===== config.mk =====
export PLATFORM = sky130hd
export DESIGN_NAME = channel_accum
export DESIGN_NICKNAME = d
export VERILOG_FILES = /design/src/rtl/channel_accum.sv
export SDC_FILE = /design/constraint.sdc
export NUM_CORES = 1
export LEC_CHECK = 0
export BUFFER_PORTS_ARGS = -buffer_cell sky130_fd_sc_hd__buf_2
export CAP_MARGIN = 20
export CELL_PAD_IN_SITES_DETAIL_PLACEMENT = 1
export CELL_PAD_IN_SITES_GLOBAL_PLACEMENT = 1
export CORE_ASPECT_RATIO = 0.7
export CORE_MARGIN = 10
export CORE_UTILIZATION = 44
export CTS_BUF_LIST = sky130_fd_sc_hd__clkbuf_2 sky130_fd_sc_hd__clkbuf_4 sky130_fd_sc_hd__clkbuf_8
export DETAILED_ROUTE_END_ITERATION = 7
export PLACE_DENSITY_LB_ADDON = 0.1
export SLEW_MARGIN = 30
export SYNTH_ARGS = -nofsm -noshare
export SYNTH_HDL_FRONTEND = slang
export SYNTH_SLANG_ARGS = --single-unit

===== constraint.sdc =====
create_clock -name clk -period 3.77 [get_ports clk]
set_clock_uncertainty 0.05 [all_clocks]
set_input_delay 0 -clock clk [delete_from_list [all_inputs] [get_ports clk]]
set_output_delay 0 -clock clk [all_outputs]
set_load 0.01 [all_outputs]

===== src/rtl/channel_accum.sv =====
// channel_accum: sums NUM_PARTS partial dot products per output channel,
// adds a per-channel bias, applies optional ReLU and saturates to `DATA_LEN bits.
`ifndef DATA_LEN
`define DATA_LEN 16
`endif

module channel_accum #(
  parameter int NUM_PARTS = 3,
  parameter int ACC_EXT   = 4,
  parameter bit RELU_EN   = 1'b1
) (
  input  logic                        clk,
  input  logic                        rst,
  input  logic                        start,
  input  logic                        in_valid,
  input  logic signed [`DATA_LEN-1:0] in_data,
  input  logic signed [`DATA_LEN-1:0] bias,
  output logic                        busy,
  output logic                        out_valid,
  output logic signed [`DATA_LEN-1:0] out_data
);

  localparam int DW = `DATA_LEN;
  localparam int AW = DW + ACC_EXT;
  localparam int CW = 4;

  localparam logic signed [AW-1:0] SAT_MAX = {{(ACC_EXT+1){1'b0}}, {(DW-1){1'b1}}};
  localparam logic signed [AW-1:0] SAT_MIN = {{(ACC_EXT+1){1'b1}}, {(DW-1){1'b0}}};
  localparam logic [CW-1:0]        PARTS_LAST = CW'(NUM_PARTS);

  typedef enum logic [1:0] {
    IDLE  = 2'd0,
    ACCUM = 2'd1,
    BIAS  = 2'd2,
    OUT   = 2'd3
  } state_t;

  state_t                state_q, state_d;
  logic signed [AW-1:0]  acc_q, acc_d;
  logic [CW-1:0]         part_cnt_q, part_cnt_d;
  logic                  in_valid_dly_q, in_valid_dly_d;
  logic                  out_valid_q, out_valid_d;
  logic signed [DW-1:0]  out_data_q, out_data_d;

  logic                  accept;
  logic [CW-1:0]         part_cnt_inc;
  logic signed [AW-1:0]  in_ext;
  logic signed [AW-1:0]  bias_ext;
  logic signed [AW-1:0]  relu_val;
  logic signed [DW-1:0]  sat_val;

  // Only rising edges of the upstream level count as a new partial.
  assign accept       = in_valid & ~in_valid_dly_q;
  assign part_cnt_inc = part_cnt_q + CW'(1);
  assign in_ext       = {{ACC_EXT{in_data[DW-1]}}, in_data};
  assign bias_ext     = {{ACC_EXT{bias[DW-1]}}, bias};

  always_comb begin
    relu_val = acc_q;
    if (RELU_EN && acc_q[AW-1]) begin
      relu_val = '0;
    end
    if (relu_val > SAT_MAX) begin
      sat_val = SAT_MAX[DW-1:0];
    end else if (relu_val < SAT_MIN) begin
      sat_val = SAT_MIN[DW-1:0];
    end else begin
      sat_val = relu_val[DW-1:0];
    end
  end

  always_comb begin
    state_d        = state_q;
    acc_d          = acc_q;
    part_cnt_d     = part_cnt_q;
    in_valid_dly_d = in_valid;
    out_valid_d    = 1'b0;
    out_data_d     = out_data_q;
    case (state_q)
      IDLE: begin
        if (start) begin
          acc_d      = '0;
          part_cnt_d = '0;
          state_d    = ACCUM;
        end
      end
      ACCUM: begin
        // A restart wins over an accept arriving in the same cycle.
        if (start) begin
          acc_d      = '0;
          part_cnt_d = '0;
        end else if (accept) begin
          acc_d      = acc_q + in_ext;
          part_cnt_d = part_cnt_inc;
          if (part_cnt_inc == PARTS_LAST) begin
            state_d = BIAS;
          end
        end
      end
      BIAS: begin
        acc_d   = acc_q + bias_ext;
        state_d = OUT;
      end
      OUT: begin
        out_data_d  = sat_val;
        out_valid_d = 1'b1;
        state_d     = IDLE;
      end
      default: begin
        state_d = IDLE;
      end
    endcase
  end

  always_ff @(posedge clk) begin
    if (rst) begin
      state_q        <= IDLE;
      acc_q          <= '0;
      part_cnt_q     <= '0;
      in_valid_dly_q <= 1'b0;
      out_valid_q    <= 1'b0;
      out_data_q     <= '0;
    end else begin
      state_q        <= state_d;
      acc_q          <= acc_d;
      part_cnt_q     <= part_cnt_d;
      in_valid_dly_q <= in_valid_dly_d;
      out_valid_q    <= out_valid_d;
      out_data_q     <= out_data_d;
    end
  end

  assign busy      = (state_q != IDLE);
  assign out_valid = out_valid_q;
  assign out_data  = out_data_q;

endmodule

==> results of run 1 <==
## how the worst max path moves through the flow
stage	from	to	slack (ns)	cells past startpoint
final	acc_q[0]	acc_q[18]	0.72	12
after global routing	acc_q[0]	acc_q[18]	0.38	12
after CTS	acc_q[0]	acc_q[18]	0.72	12
after detailed placement	acc_q[0]	acc_q[18]	0.76	12
after global placement	acc_q[0]	acc_q[18]	0.82	12
after floorplan	acc_q[8]	acc_q[19]	1.11	11
## where the power goes
part / internal (mW) / switching (mW) / total (mW)
registers: 0.526 / 0.0717 / 0.598
clock network: 0.217 / 0.166 / 0.383
logic: 0.354 / 0.594 / 0.947
## state kept, by name, summed over array words and instances, names as in the netlist
register,flops
out_valid,1
part_cnt_q,4
in_valid_dly_q,1
acc_q,20
state_q,2
out_data,16
## worst reg2reg max path, stage by stage (launching register included)
cell and delay (ns):
dfxtp_1 0.40, ha_1 0.25, inv_1 0.07, fa_1 0.40, nor2b_1 0.11, o21ai_0 0.10
a21o_1 0.23, a21oi_1 0.19, a21boi_0 0.14, o311ai_0 0.54, a21oi_1 0.18, xor2_1 0.17
o211ai_1 0.15
## routing by layer
layer  vias to the layer above  routed length (um)  GRT usage, %
met3                        11                 712          2.34
met4                         0                 110          3.42
met5                         -                   0             0
met2                        94                4680          24.5
met1                      1692                6420          29.1
li1                       1777                   -             -
## final cells by class
class                      instances  area share (%)
clock buffer                       6            1.97
clock inverter                     2           0.924
inverter                          20            1.79
multi-input combinational        377            64.6
sequential                        44            21.0
tap                              101            3.01
timing repair buffer              55            6.74
## cells by family after synthesis
logic type	synth area share, %
flip-flops	23.7
multiplexers	1.08
AO/OA/AOI/OAI	29.4
buffers and inverters	3.54
XOR/XNOR	7.54
AND/OR/NAND/NOR	18.9
adder cells (fa/ha/maj)	15.9
## cells in the final DEF (no fill, tap or decap), types with 6 or more instances in the layout
cell and n:
nand3_1 8, dfxtp_1 44, ha_1 44, o21ai_0 24
xnor2_1 16, a22oi_1 14, nor3_1 12, nor2b_1 8
a21oi_1 30, clkbuf_8 6, nand2b_1 20, a211oi_1 22
o22ai_1 8, xor2_1 16, inv_1 20, nand2_1 21
nor2_1 55, buf_2 53, a21o_1 12
## metrics by stage
stage	total power, mW	instances
2_1_floorplan	1.23	456
3_3_place_gp	1.50	596
3_5_place_dp	1.54	596
4_1_cts	1.93	605
5_1_grt	2.06	605
6_report	1.93	605
==> key figures, run 1 <==
Synthesis
  – Synth area leaders: dfxtp_1, ha_1, nor2_1
  – Netlist cell types: 57
  – Synthesized area per cell: 8.15 sq um
  – Syn_nets: 538
  – Flops & latches, synth: 44
  – Post-synth EDFFs: 0
  – Synthesized area: 3710 sq um
  – Share of the synthesized area in the top cell type: 23.7%
  – Sequential area share after synthesis: 23.7%
  – Post-synth top area cell: dfxtp_1
  – Asr flop ratio synth: 0%
  – Synth Flop Type: dfxtp_1
  – Mapped Cells: 456
  – Most common cell in the netlist: nor2_1
  – Synth warnings: 0
  – Post-synth top cells: nor2_1, dfxtp_1, ha_1

Place
  – Routability Congestion: 0.869
  – Post-DP Area: 4070 sq um
  – Pre-CTS setup slack: 0.759 ns
  – I/O Buffers: 53
  – DP HPWL: 9750 um

Final layout
  – Final Cell Area: 4200 sq um
  – # fillers: 1010
  – Fin nets: 585
  – Final core occ: 52.2%
  – Area of the multi-input gates: 2710 sq um
  – ANT cells: 0
  – Share of post-route cells with drive strength above 1: 15.1%
  – Area growth syn-to-layout: 13.0%
  – FF/Latch Area: 881 sq um

Route
  – Vias: 3574
  – Avg WL per Cell: 19.7 um
  – Antenna Nets Post-Route: 0
  – DRC errors left: 0
  – Routed vias/inst: 5.91
  – Starting DRC count in detailed routing: 223
  – Wirelength, routed: 11900 um
  – First-pass detailed-route iteration total: 4

Worst setup path
  – Cell count of the worst reg-to-reg path: 12
  – Worst-path cell chain: ha_1 > inv_1 > fa_1 > nor2b_1 > o21ai_0 > a21o_1 > a21oi_1 > a21boi_0 > o311ai_0 > a21oi_1 > xor2_1 > o211ai_1
  – CP most frequent cell: a21oi_1
  – Reg2reg setup slack: 0.72 ns
  – CP bufs+invs: 1
  – R2R Path End: acc_q[18]
  – Worst setup EP type: flop
  – CP delay by family, top: compound AO/OA/AOI/OAI gates
  – Worst-path fanout max: 4
  – Slowest stage cell, crit path: o311ai_0
  – WP data required: 3.94 ns
  – CP peak stage delay: 0.54 ns
  – Critical path arrival: 3.22 ns
  – R2r startpoint: acc_q[0]
  – Worst setup path class: reg -> reg
  – CP Launch Type: flop

Clocking
  – Root buf cell: clkbuf_8
  – Post-CTS Setup Inserts: 0
  – CTS resizes: 0
  – Clk sink count: 44
  – Reg clk slew, reported paths: 0.09 ns
  – Clock latency on the worst-skew pair: 0.29 ns
  – Clock Path Buffers: 2
  – H-tree levels: 2
  – CTS tree: yes
  – TritonCTS Buffers: 5
  – Hold Buf Count CTS: 1

Hold path
  – Worst hold stages: 4
  – Type of the most critical hold path: in -> reg
  – Hold wc startpoint: start
  – Hold Path End: state_q[0]

Die
  – Die Span X: 130 um
  – Die Span Y: 96.9 um
  – I/O Pins: 54
  – # rows: 27
  – Placeable Area: 8040 sq um
  – Die area: 12600 sq um
  – Initial Utilization: 46.2%

Global routing
  – Gr ovfl total: 0
  – First-pass GRT wire length: 19000 um
  – Largest net degree at the start of global routing: 41
  – GR Util All Layers: 18.2%
  – Antenna violations before repair: 0
  – Vias in the first global route: 3589

Timing
  – Hold Fails Final Rpt: 0
  – WHS: 0.161 ns
  – Worst-Margin Slew: 0.911 ns
  – Slew Viols, Final: 0
  – Finish-stage setup viols: 0
  – Highest clock rate: 0.328 GHz
  – Minimum clock period: 3.05 ns
  – RSZ-0062 raised after global routing: false
  – Relative slew slack: 38.7%
  – Final period util: 81.0%
  – Final Worst Setup Slack: 0.717 ns
  – Final TNS setup: 0 ns

Power
  – Worst vdd ir: 0.000180 V
  – Pwr per Cell Area: 460 nW/um^2
  – LEAKAGE: 1.82 nW

Status
  – Status: complete, no violations

Job
  – Max Cap Viol: 0
Power figures use the tool's default switching activity.
==> inputs of run 2 (changes only) <==
Settings changed: CORE_UTILIZATION 44 to 40.
Clock period 3.77 ns to 2.6 ns, I/O delays scaled along.
==> run 2 against run 1 <==
Effect of this change:
- the run now ends with setup timing left
- count of clock-buffer cells in the layout did not move
- power rose by 63%
- global-route usage rose by 1.3 points
- maximum frequency is 11% higher
- critical path depth decreased by 3
==> key figures, run 2 (synthesis results as in run 1) <==
Status
  – Status: finished with violations
  – Failing checks: setup timing

Worst setup path
  – Slowest stage cell, crit path: or4_4
  – CP peak stage delay: 0.56 ns
  – Worst-path fanout max: 4
  – Worst-path cell chain: ha_4 > or4_4 > o211ai_4 > o21ai_4 > o311a_4 > o311a_4 > a2111oi_4 > o211ai_1 > o21ai_2
  – R2R Path End: acc_q[19]
  – Cell count of the worst reg-to-reg path: 9
  – Critical path arrival: 2.97 ns
  – WP data required: 2.81 ns
  – CP bufs+invs: 0
  – CP delay by family, top: compound AO/OA/AOI/OAI gates
  – Worst setup path class: reg -> reg
  – R2r startpoint: acc_q[6]
  – CP Launch Type: flop
  – CP most frequent cell: o311a_4
  – Worst setup EP type: flop
  – Reg2reg setup slack: -0.16 ns

Final layout
  – Most flops, register: acc_q
  – Area growth syn-to-layout: 38.3%
  – Fin nets: 666
  – Final core occ: 56.6%
  – Commonest non-fill, non-tap cell in the layout: buf_4
  – Most frequent cells in the layout: buf_4, nor2_1, buf_2
  – Max reg flops: 20
  – ANT cells: 0
  – Share of post-route cells with drive strength above 1: 35.0%

Clocking
  – CTS tree: yes
  – Clk sink count: 44
  – H-tree levels: 2
  – Reg clk slew, reported paths: 0.11 ns
  – Clock Path Buffers: 2
  – Root buf cell: clkbuf_8
  – Clock latency on the worst-skew pair: 0.32 ns
  – TritonCTS Buffers: 5

Route
  – Starting DRC count in detailed routing: 343
  – First-pass detailed-route iteration total: 5
  – Vias: 4105
  – Antenna Nets Post-Route: 0
  – DRC errors left: 0
  – Wirelength, routed: 14700 um
  – Routed vias/inst: 5.79
  – Avg WL per Cell: 20.7 um

Power
  – Pwr per Cell Area: 612 nW/um^2
  – Worst vdd ir: 0.000336 V
  – LEAKAGE: 2.27 nW
  – Total Power: 3.14 mW

Timing
  – Worst-Margin Slew: 0.678 ns
  – RSZ-0062 raised after global routing: true
  – Hold Fails Final Rpt: 0
  – Highest clock rate: 0.363 GHz
  – WHS: 0.145 ns
  – Slew Viols, Final: 0
  – Final TNS setup: -0.425 ns
  – Finish-stage setup viols: 5
  – Final Worst Setup Slack: -0.156 ns
  – Minimum clock period: 2.76 ns
  – Relative slew slack: 54.7%
  – Final period util: 106%

Place
  – Routability Congestion: 0.906
  – DP HPWL: 10700 um
  – Pre-CTS setup slack: -0.311 ns
  – I/O Buffers: 53

Global routing
  – Vias in the first global route: 4085
  – First-pass GRT wire length: 21500 um
  – GR Util All Layers: 19.5%
  – Largest net degree at the start of global routing: 28
  – Gr ovfl total: 0
  – Antenna violations before repair: 0

Die
  – Die area: 13600 sq um
  – Initial Utilization: 41.0%
  – I/O Pins: 54
  – Placeable Area: 9070 sq um
  – Die Span Y: 101 um
  – Die Span X: 135 um
  – # rows: 29

Job
  – Max Cap Viol: 0

Hold path
  – Hold Path End: acc_q[19]
  – Type of the most critical hold path: in -> reg
  – Worst hold stages: 4
  – Hold wc startpoint: in_data[15]
==> run 2: timing repair <==
| item | in CTS | in global routing |
|---|---|---|
| cloned | 0 | 0 |
| endpoints found under the hold margin | 5 | 0 |
| hold buffers | 2 | 0 |
| buffers inserted | 3 | 9 |
| pin swaps | 10 | 20 |
| resized for setup | 26 | 46 |
| setup endpoints to repair | 9 | 9 |
==> run 2: power breakdown <==
group / switching [mW] / internal (mW)
registers: 0.0937 / 0.766
clock network: 0.288 / 0.315
logic: 0.991 / 0.692
total: 1.37 / 1.77
==> run 2: worst register-to-register path: stages (launching register included) <==
cell and delay, ns:
dfxtp_2 0.35, ha_4 0.16, or4_4 0.56, o211ai_4 0.23, o21ai_4 0.09, o311a_4 0.40
o311a_4 0.33, a2111oi_4 0.24, o211ai_1 0.17, o21ai_2 0.10
==> run 2: layer usage <==
metal  GRT usage [%]  vias to the layer above  wire length (um)
li1                -                     1942                 -
met1            28.0                     2009              6850
met2            29.9                      136              6700
met3            3.59                       18               985
met4            3.63                        0               153
met5               0                        -                 0
==> run 2: worst max-delay path by stage <==
stage / start / endpoint / cells past startpoint
global placement: acc_q[0] / acc_q[18] / 13
detailed placement: acc_q[0] / acc_q[16] / 14
global route: acc_q[1] / acc_q[19] / 10
floorplan: acc_q[6] / acc_q[19] / 9
finish: acc_q[6] / acc_q[19] / 9
CTS: acc_q[8] / acc_q[19] / 10
==> run 2: area by class of cell <==
class                           instances  area [sq um]
Clock buffer                            6          82.6
Clock inverter                          2          38.8
Fill cell                            1110          3940
Inverter                               20          75.1
Multi-Input combinational cell        377          2990
Sequential cell                        44           895
Tap cell                              124           155
Timing Repair Buffer                  136           901
==> run 2: stage by stage <==
step                area, sq um  instances
CTS                        4880        702
finish                     5140        709
global placement           4630        689
detailed placement         4630        689
floorplan                  3730        456
global route               5140        709
